`config.mk`:
```
export PLATFORM = sky130hd
export DESIGN_NAME = port_stream_endpoint_flat
export DESIGN_NICKNAME = d
export VERILOG_FILES = /design/src/rtl/port_stream_endpoint_if.sv /design/src/rtl/port_stream_endpoint.sv /design/src/flat_wrapper.sv
export SDC_FILE = /design/constraint.sdc
export NUM_CORES = 1
export LEC_CHECK = 0
export CORE_ASPECT_RATIO = 0.6
export CORE_MARGIN = 3
export CORE_UTILIZATION = 35
export DETAILED_ROUTE_END_ITERATION = 10
export HOLD_SLACK_MARGIN = 0.15
export PLACE_DENSITY = 0.6
export SLEW_MARGIN = 25
export SYNTH_ARGS = -nofsm -noshare
export SYNTH_HDL_FRONTEND = slang
export SYNTH_SLANG_ARGS = --single-unit
```
`constraint.sdc`:
```
create_clock -name clk -period 7 [get_ports clk]
set_clock_uncertainty 0.1 [all_clocks]
set_input_delay 1.4 -clock clk [delete_from_list [all_inputs] [get_ports clk]]
set_output_delay 1.4 -clock clk [all_outputs]
set_load 0.05 [all_outputs]
```
`src/rtl/port_stream_endpoint_if.sv`:
```
// port_stream_endpoint_if
// Bundles the host-side MMIO port words and the two valid/ready streams of
// one port_stream_endpoint.
//   port_d_out_0/1, port_inform_write/read : host -> endpoint
//   port_d_in_0/1                          : endpoint -> host
//   tx_data/tx_valid, tx_ready             : endpoint -> consumer stream
//   rx_data/rx_valid, rx_ready             : producer -> endpoint stream
// modport slave  : the endpoint itself
// modport master : the environment (host controller plus stream peers)
interface port_stream_endpoint_if;
  logic [15:0] port_d_out_0;
  logic [15:0] port_d_out_1;
  logic        port_inform_write;
  logic        port_inform_read;
  logic [15:0] port_d_in_0;
  logic [15:0] port_d_in_1;
  logic [15:0] tx_data;
  logic        tx_valid;
  logic        tx_ready;
  logic [15:0] rx_data;
  logic        rx_valid;
  logic        rx_ready;

  modport slave (
    input  port_d_out_0, port_d_out_1, port_inform_write, port_inform_read,
    input  tx_ready, rx_data, rx_valid,
    output port_d_in_0, port_d_in_1, tx_data, tx_valid, rx_ready
  );

  modport master (
    output port_d_out_0, port_d_out_1, port_inform_write, port_inform_read,
    output tx_ready, rx_data, rx_valid,
    input  port_d_in_0, port_d_in_1, tx_data, tx_valid, rx_ready
  );
endinterface

```
`src/rtl/port_stream_endpoint.sv`:
```
// port_stream_endpoint
// Device end of one MMIO port pair. Host writes to port word 0 are queued in
// a TX FIFO and drained to a valid/ready consumer; words from a valid/ready
// producer are queued in an RX FIFO whose head, plus a status word, are
// returned to the host as the two port input words.
// Ports:
//   clk  : system clock, rising edge
//   rst  : synchronous reset, active-high
//   bus  : port_stream_endpoint_if.slave (host port words + TX/RX streams)
// Control word (port_d_out_1, level): [0] tx_en, [1] rx_en, [2] clr_flags.
// Status word (port_d_in_1): [0] rx_nonempty, [1] tx_full, [2] tx_empty,
//   [3] rx_ovf (underflow, sticky), [4] tx_ovf (sticky), [15:8] rx_count.
module port_stream_endpoint #(
  parameter int unsigned DEPTH = 8
) (
  input logic                  clk,
  input logic                  rst,
  port_stream_endpoint_if.slave bus
);

  localparam int unsigned AW = $clog2(DEPTH);
  localparam int unsigned CW = AW + 1;

  // Control decode
  logic tx_en, rx_en, clr_flags;
  assign tx_en     = bus.port_d_out_1[0];
  assign rx_en     = bus.port_d_out_1[1];
  assign clr_flags = bus.port_d_out_1[2];

  logic unused_ctrl_bits;
  assign unused_ctrl_bits = ^bus.port_d_out_1[15:3];

  // TX FIFO state
  logic [15:0]   tx_mem_q [DEPTH];
  logic [AW-1:0] tx_wp_q, tx_wp_d, tx_rp_q, tx_rp_d;
  logic [CW-1:0] tx_cnt_q, tx_cnt_d;
  logic          tx_ovf_q, tx_ovf_d;

  // RX FIFO state
  logic [15:0]   rx_mem_q [DEPTH];
  logic [AW-1:0] rx_wp_q, rx_wp_d, rx_rp_q, rx_rp_d;
  logic [CW-1:0] rx_cnt_q, rx_cnt_d;
  logic          rx_ovf_q, rx_ovf_d;

  logic tx_full, tx_empty, rx_full, rx_empty;
  logic tx_pop, tx_push, tx_drop;
  logic rx_push, rx_pop, rx_udf;

  assign tx_full  = (tx_cnt_q == CW'(DEPTH));
  assign tx_empty = (tx_cnt_q == '0);
  assign rx_full  = (rx_cnt_q == CW'(DEPTH));
  assign rx_empty = (rx_cnt_q == '0);

  // TX: a transfer in the same cycle frees the slot a full-FIFO push uses.
  // When full, wr and rd pointers coincide; the head is read out this cycle
  // and overwritten at the edge, so no word is lost.
  assign tx_pop  = bus.tx_valid & bus.tx_ready;
  assign tx_push = bus.port_inform_write & (~tx_full | tx_pop);
  assign tx_drop = bus.port_inform_write & tx_full & ~tx_pop;

  // RX: rx_ready uses the pre-pop full flag, so a full FIFO stalls the
  // producer even when the host pops in the same cycle.
  assign rx_push = bus.rx_valid & bus.rx_ready;
  assign rx_pop  = bus.port_inform_read & ~rx_empty;
  assign rx_udf  = bus.port_inform_read & rx_empty;

  // Outputs
  assign bus.tx_valid    = tx_en & ~tx_empty;
  assign bus.tx_data     = tx_mem_q[tx_rp_q];
  assign bus.rx_ready    = rx_en & ~rx_full;
  assign bus.port_d_in_0 = rx_empty ? '0 : rx_mem_q[rx_rp_q];
  assign bus.port_d_in_1 = {8'(rx_cnt_q), 3'b000, tx_ovf_q, rx_ovf_q,
                            tx_empty, tx_full, ~rx_empty};

  always_comb begin
    tx_wp_d  = tx_wp_q;
    tx_rp_d  = tx_rp_q;
    tx_cnt_d = tx_cnt_q;
    rx_wp_d  = rx_wp_q;
    rx_rp_d  = rx_rp_q;
    rx_cnt_d = rx_cnt_q;

    if (tx_push) tx_wp_d = tx_wp_q + AW'(1);
    if (tx_pop)  tx_rp_d = tx_rp_q + AW'(1);
    if (tx_push && !tx_pop)      tx_cnt_d = tx_cnt_q + CW'(1);
    else if (tx_pop && !tx_push) tx_cnt_d = tx_cnt_q - CW'(1);

    if (rx_push) rx_wp_d = rx_wp_q + AW'(1);
    if (rx_pop)  rx_rp_d = rx_rp_q + AW'(1);
    if (rx_push && !rx_pop)      rx_cnt_d = rx_cnt_q + CW'(1);
    else if (rx_pop && !rx_push) rx_cnt_d = rx_cnt_q - CW'(1);

    // Set wins over clear
    tx_ovf_d = tx_drop | (tx_ovf_q & ~clr_flags);
    rx_ovf_d = rx_udf  | (rx_ovf_q & ~clr_flags);
  end

  always_ff @(posedge clk) begin
    if (rst) begin
      tx_wp_q  <= '0;
      tx_rp_q  <= '0;
      tx_cnt_q <= '0;
      tx_ovf_q <= 1'b0;
      rx_wp_q  <= '0;
      rx_rp_q  <= '0;
      rx_cnt_q <= '0;
      rx_ovf_q <= 1'b0;
    end else begin
      tx_wp_q  <= tx_wp_d;
      tx_rp_q  <= tx_rp_d;
      tx_cnt_q <= tx_cnt_d;
      tx_ovf_q <= tx_ovf_d;
      rx_wp_q  <= rx_wp_d;
      rx_rp_q  <= rx_rp_d;
      rx_cnt_q <= rx_cnt_d;
      rx_ovf_q <= rx_ovf_d;
    end
  end

  // Storage is not reset; contents are only visible through non-empty pointers.
  always_ff @(posedge clk) begin
    if (!rst && tx_push) tx_mem_q[tx_wp_q] <= bus.port_d_out_0;
    if (!rst && rx_push) rx_mem_q[rx_wp_q] <= bus.rx_data;
  end

endmodule

```
`src/flat_wrapper.sv`:
```
// flat-port wrapper written by rule: the top's interface ports become plain ports
module port_stream_endpoint_flat 
#(
  parameter int unsigned DEPTH = 8
)
  (clk, rst, bus_port_d_out_0, bus_port_d_out_1, bus_port_inform_write, bus_port_inform_read, bus_tx_ready, bus_rx_data, bus_rx_valid, bus_port_d_in_0, bus_port_d_in_1, bus_tx_data, bus_tx_valid, bus_rx_ready);
  port_stream_endpoint_if bus_i ();
  input logic clk;
  input logic rst;
  input wire logic [$bits(bus_i.port_d_out_0)-1:0] bus_port_d_out_0;
  input wire logic [$bits(bus_i.port_d_out_1)-1:0] bus_port_d_out_1;
  input wire logic [$bits(bus_i.port_inform_write)-1:0] bus_port_inform_write;
  input wire logic [$bits(bus_i.port_inform_read)-1:0] bus_port_inform_read;
  input wire logic [$bits(bus_i.tx_ready)-1:0] bus_tx_ready;
  input wire logic [$bits(bus_i.rx_data)-1:0] bus_rx_data;
  input wire logic [$bits(bus_i.rx_valid)-1:0] bus_rx_valid;
  output wire logic [$bits(bus_i.port_d_in_0)-1:0] bus_port_d_in_0;
  output wire logic [$bits(bus_i.port_d_in_1)-1:0] bus_port_d_in_1;
  output wire logic [$bits(bus_i.tx_data)-1:0] bus_tx_data;
  output wire logic [$bits(bus_i.tx_valid)-1:0] bus_tx_valid;
  output wire logic [$bits(bus_i.rx_ready)-1:0] bus_rx_ready;
  assign bus_i.port_d_out_0 = bus_port_d_out_0;
  assign bus_i.port_d_out_1 = bus_port_d_out_1;
  assign bus_i.port_inform_write = bus_port_inform_write;
  assign bus_i.port_inform_read = bus_port_inform_read;
  assign bus_i.tx_ready = bus_tx_ready;
  assign bus_i.rx_data = bus_rx_data;
  assign bus_i.rx_valid = bus_rx_valid;
  assign bus_port_d_in_0 = bus_i.port_d_in_0;
  assign bus_port_d_in_1 = bus_i.port_d_in_1;
  assign bus_tx_data = bus_i.tx_data;
  assign bus_tx_valid = bus_i.tx_valid;
  assign bus_rx_ready = bus_i.rx_ready;
  port_stream_endpoint #(.DEPTH(DEPTH)) u_core (.clk(clk), .rst(rst), .bus(bus_i));
endmodule
```
==> flow_summary.toml <==
[finish]
n_fill_cell = 2664
finish.net_count = 732
fin_cells = 1096
layout-area-overhead-vs-synth_pct = 21.2
antenna_cells = 0
drive_gt1_share_pct = 24.4
final_util_pct = 44.1

[cts]
ctsRootBufferMaster = "sky130_fd_sc_hd__clkbuf_16"
postCtsHoldBufs = 0
numCtsBuffers = 28
cts_max_path_buffers = 3
cts_tree = "built"
cts_htree_levels = 1
postCtsSetupBuffers = 0
insertion_delay_ns = 0.54
clk_transition_reported_paths_ns = 0.06
clock_sink_count = 284
post_cts_sizing_count = 0

[die]
floorplan.die_area_um2 = 34100
dieHeight_um = 144
core_area_um2 = 30700
core.rowCount = 49
dieWidth_um = 237
io-pin-count = 104
initial_utilization_pct = 36.4

[timing]
worst_slew_pin_slew_ns = 0.962
timing_limited_maximum_frequency_mhz = 223
final_min_period_over_clock_period_pct = 64.2
hold_viol_final = 0
grt_setup_unrepaired = "false"
maxSlewHeadroom_pct = 35.8
timing.final.crit_period_ns = 4.49
setup_viol_count_final = 0
tns_ns = 0
final_max_slew_viol_count = 0

[drt]
routed-via-count = 5333
remaining_drc_errors = 0
detailedRoute.firstIterationViolations = 364
postRouteAntennaNets = 0
1st_pass_router_iterations = 4
detail_route.wirelength_um = 22200
vias_per_cell = 4.87
wire_per_inst_um = 20.3

[setup_path]
critical_path_class = "flip-flop to output pin"
timing.critical_path.arrival_ns = 2.99
worst_setup_path_start_kind = "flip-flop"
slowest_delay_ns = 0.70
endpoint_required_time_on_the_critical_path_ns = 5.50
master_of_the_slowest_instance_on_the_critical_path = "sky130_fd_sc_hd__clkdlybuf4s50_1"
crit_chain = "buf_4, mux4_2, mux2_2, clkdlybuf4s50_1"
worst-path-max-fanout = 32
crit_path_leading_delay_family = "buffers and inverters"
endpoint_kind = "output pin"
worstPathBufferInverterCount = 2
r2r-start = "u_core.tx_cnt_q[0]"

[yosys]
synth_area_leader_cell = "sky130_fd_sc_hd__edfxtp_1"
seq_area_frac_synth_pct = 73.9
netlist_top_cells_count = "sky130_fd_sc_hd__edfxtp_1 (256), sky130_fd_sc_hd__mux4_2 (64), sky130_fd_sc_hd__nor2_1 (50), sky130_fd_sc_hd__dfxtp_1 (28), sky130_fd_sc_hd__mux2i_1 (20)"
synth_cells = 561
synth.yosys.warnings = 0
synth_seq_cells = 284
synth_top_cells_by_area = "sky130_fd_sc_hd__edfxtp_1 (69%), sky130_fd_sc_hd__mux4_2 (13%), sky130_fd_sc_hd__dfxtp_1 (5.0%), sky130_fd_sc_hd__mux2_2 (1.8%), sky130_fd_sc_hd__mux2i_1 (1.8%)"
synth-main-ff-cell = "sky130_fd_sc_hd__edfxtp_1"
synthMostInstantiatedCell = "sky130_fd_sc_hd__edfxtp_1"
syn_area_per_cell_um2 = 19.9
mappedNetlistArea_um2 = 11200
yosysTopAreaCellShare_pct = 68.9
postSynth.asyncResetShare_pct = 0
synth_edf_count = 256
synthDistinctLibCells = 42

[power_and_ir_drop]
pwr-share-clk_pct = 32.2
comb_pwr_share_pct = 25.2
net-switching-power_mw = 1.40
max-vdd-ir-drop_v = 0.000166
power_frac_seq_pct = 42.5
power-per-cell-area_nw_per_um2 = 346
sw_frac_of_total_pct = 29.8
total_power_mw = 4.69
internal_power_mw = 3.29
power.leakage_nw = 4.28

[grt]
globalRouteTotalUtil_pct = 13.1
via_count_of_the_first_global_routing_pass = 5843
grt_pass1_wl_um = 34000
antenna_found_initial = 0
maximum_number_of_pins_on_one_net_before_global_route_repair = 33
grt_overflow = 0

[placed_design]
gp_congestion = 0.701
dpl.hpwl_um = 13900
buffer_ports.inserted = 83
placedCellCount = 1044

[run_status]
result_of_the_run = "complete, no violations"

[run]
maxCapViolations = 0

[min_path]
holdCritStartpoint = "u_core.rx_rp_q[1]"
min-delay-path-class = "flip-flop to flip-flop"
## worst reg2reg max path, stage by stage (launching register included)
cell and delay, ns:
sky130_fd_sc_hd__dfxtp_1 0.37, sky130_fd_sc_hd__or4b_4 0.62, sky130_fd_sc_hd__o21ai_4 0.19, sky130_fd_sc_hd__inv_1 0.07, sky130_fd_sc_hd__ha_1 0.20, sky130_fd_sc_hd__inv_1 0.13
sky130_fd_sc_hd__ha_1 0.29, sky130_fd_sc_hd__a21oi_1 0.24, sky130_fd_sc_hd__a211oi_1 0.11, sky130_fd_sc_hd__a31oi_1 0.19, sky130_fd_sc_hd__mux2_2 0.36
## sequential cells by signal, summed over array words and instances (netlist names), 3 cells and up, named ones only
register	cells
u_core.rx_mem_q	128
u_core.tx_mem_q	128
u_core.rx_cnt_q	4
u_core.tx_cnt_q	4
u_core.rx_rp_q	3
u_core.rx_wp_q	3
u_core.tx_rp_q	3
u_core.tx_wp_q	3
## final cells by class
| class | instances | area, um^2 | area share [%] |
|---|---|---|---|
| clock buffer | 32 | 737 | 5.45 |
| multi-input combinational | 241 | 2790 | 20.6 |
| sequential | 284 | 8250 | 61.0 |
| clock inverter | 20 | 199 | 1.47 |
| timing repair buffer | 104 | 1020 | 7.53 |
| tap | 408 | 510 | 3.77 |
| inverter | 7 | 26.3 | 0.194 |
## final timing paths
check                                           to  slack [ns]  depth (start not counted)
worst max register to register  u_core.tx_cnt_q[3]        4.01                         10
worst max-delay path                bus_tx_data[9]        2.51                          4
worst min-delay path                     flip-flop        0.40                          2
worst min register to register           flip-flop        0.40                          2
## power by group through the flow
stage          sequential [mW]  clock, mW  combinational [mW]
2_1_floorplan             2.01          0               0.854
3_3_place_gp              2.02          0                1.18
3_5_place_dp              2.03          0                1.20
4_1_cts                   2.00       1.55                1.21
5_1_grt                   2.01       1.62                1.27
6_report                  1.99       1.51                1.18
## metrics by stage
step / hold slack, ns / setup WS (ns) / cell area, um^2
2_1_floorplan: 0.354 / 3.14 / 11200
3_3_place_gp: 0.361 / 2.64 / 12500
3_5_place_dp: 0.389 / 2.65 / 12600
4_1_cts: 0.399 / 2.42 / 13500
5_1_grt: 0.445 / 2.32 / 13500
6_report: 0.401 / 2.51 / 13500
## routing by layer
layer,GRT usage [%],up-vias,share of wire (%)
met4,3.27,0,1.7
li1,-,2438,-
met2,21.2,113,47
met5,0,-,0
met1,18.0,2752,46
met3,3.22,30,5.2
## layout by cell type (no fill, tap or decap), types with 3 or more instances in the layout
cell type                         synthesis  layout
sky130_fd_sc_hd__nor2_1                  50      50
sky130_fd_sc_hd__xor2_1                   8       8
sky130_fd_sc_hd__edfxtp_1               256     256
sky130_fd_sc_hd__a21oi_1                  8       8
sky130_fd_sc_hd__clkinv_2                 0       8
sky130_fd_sc_hd__clkbuf_1                 7       3
sky130_fd_sc_hd__dfxtp_1                 28      24
sky130_fd_sc_hd__bufinv_16                0       4
sky130_fd_sc_hd__dfxtp_2                  0       4
sky130_fd_sc_hd__nor3_4                   0       6
sky130_fd_sc_hd__buf_4                   14      15
sky130_fd_sc_hd__nor4_2                   0       3
sky130_fd_sc_hd__mux2_2                  18      18
sky130_fd_sc_hd__clkbuf_16                0      29
sky130_fd_sc_hd__nand2_1                  7       7
sky130_fd_sc_hd__conb_1                   1       7
sky130_fd_sc_hd__ha_1                    10      10
sky130_fd_sc_hd__clkinv_1                 0       6
sky130_fd_sc_hd__buf_6                    3       4
sky130_fd_sc_hd__mux2i_1                 20      20
sky130_fd_sc_hd__inv_1                    6       6
sky130_fd_sc_hd__nand3_1                  5       5
sky130_fd_sc_hd__nor2b_1                  5       5
sky130_fd_sc_hd__mux4_2                  64      64
sky130_fd_sc_hd__xnor2_1                  4       4
sky130_fd_sc_hd__clkdlybuf4s50_1          0      83
## kinds of logic (layout without fill, tap and decap cells)
kind of cell,count (synthesis),after routing,synth area share [%]
AOI/OAI and AO/OA,16,16,0.908
xor gates and xnor gates,12,12,0.942
adders and majority gates,12,12,1.48
buffers and inverters,42,163,2.12
DFF,284,284,73.9
muxes,102,102,16.5
other,1,7,0.0336
and+or+nand+nor,92,92,4.10
No activity file was read; power rests on OpenSTA's default activity.
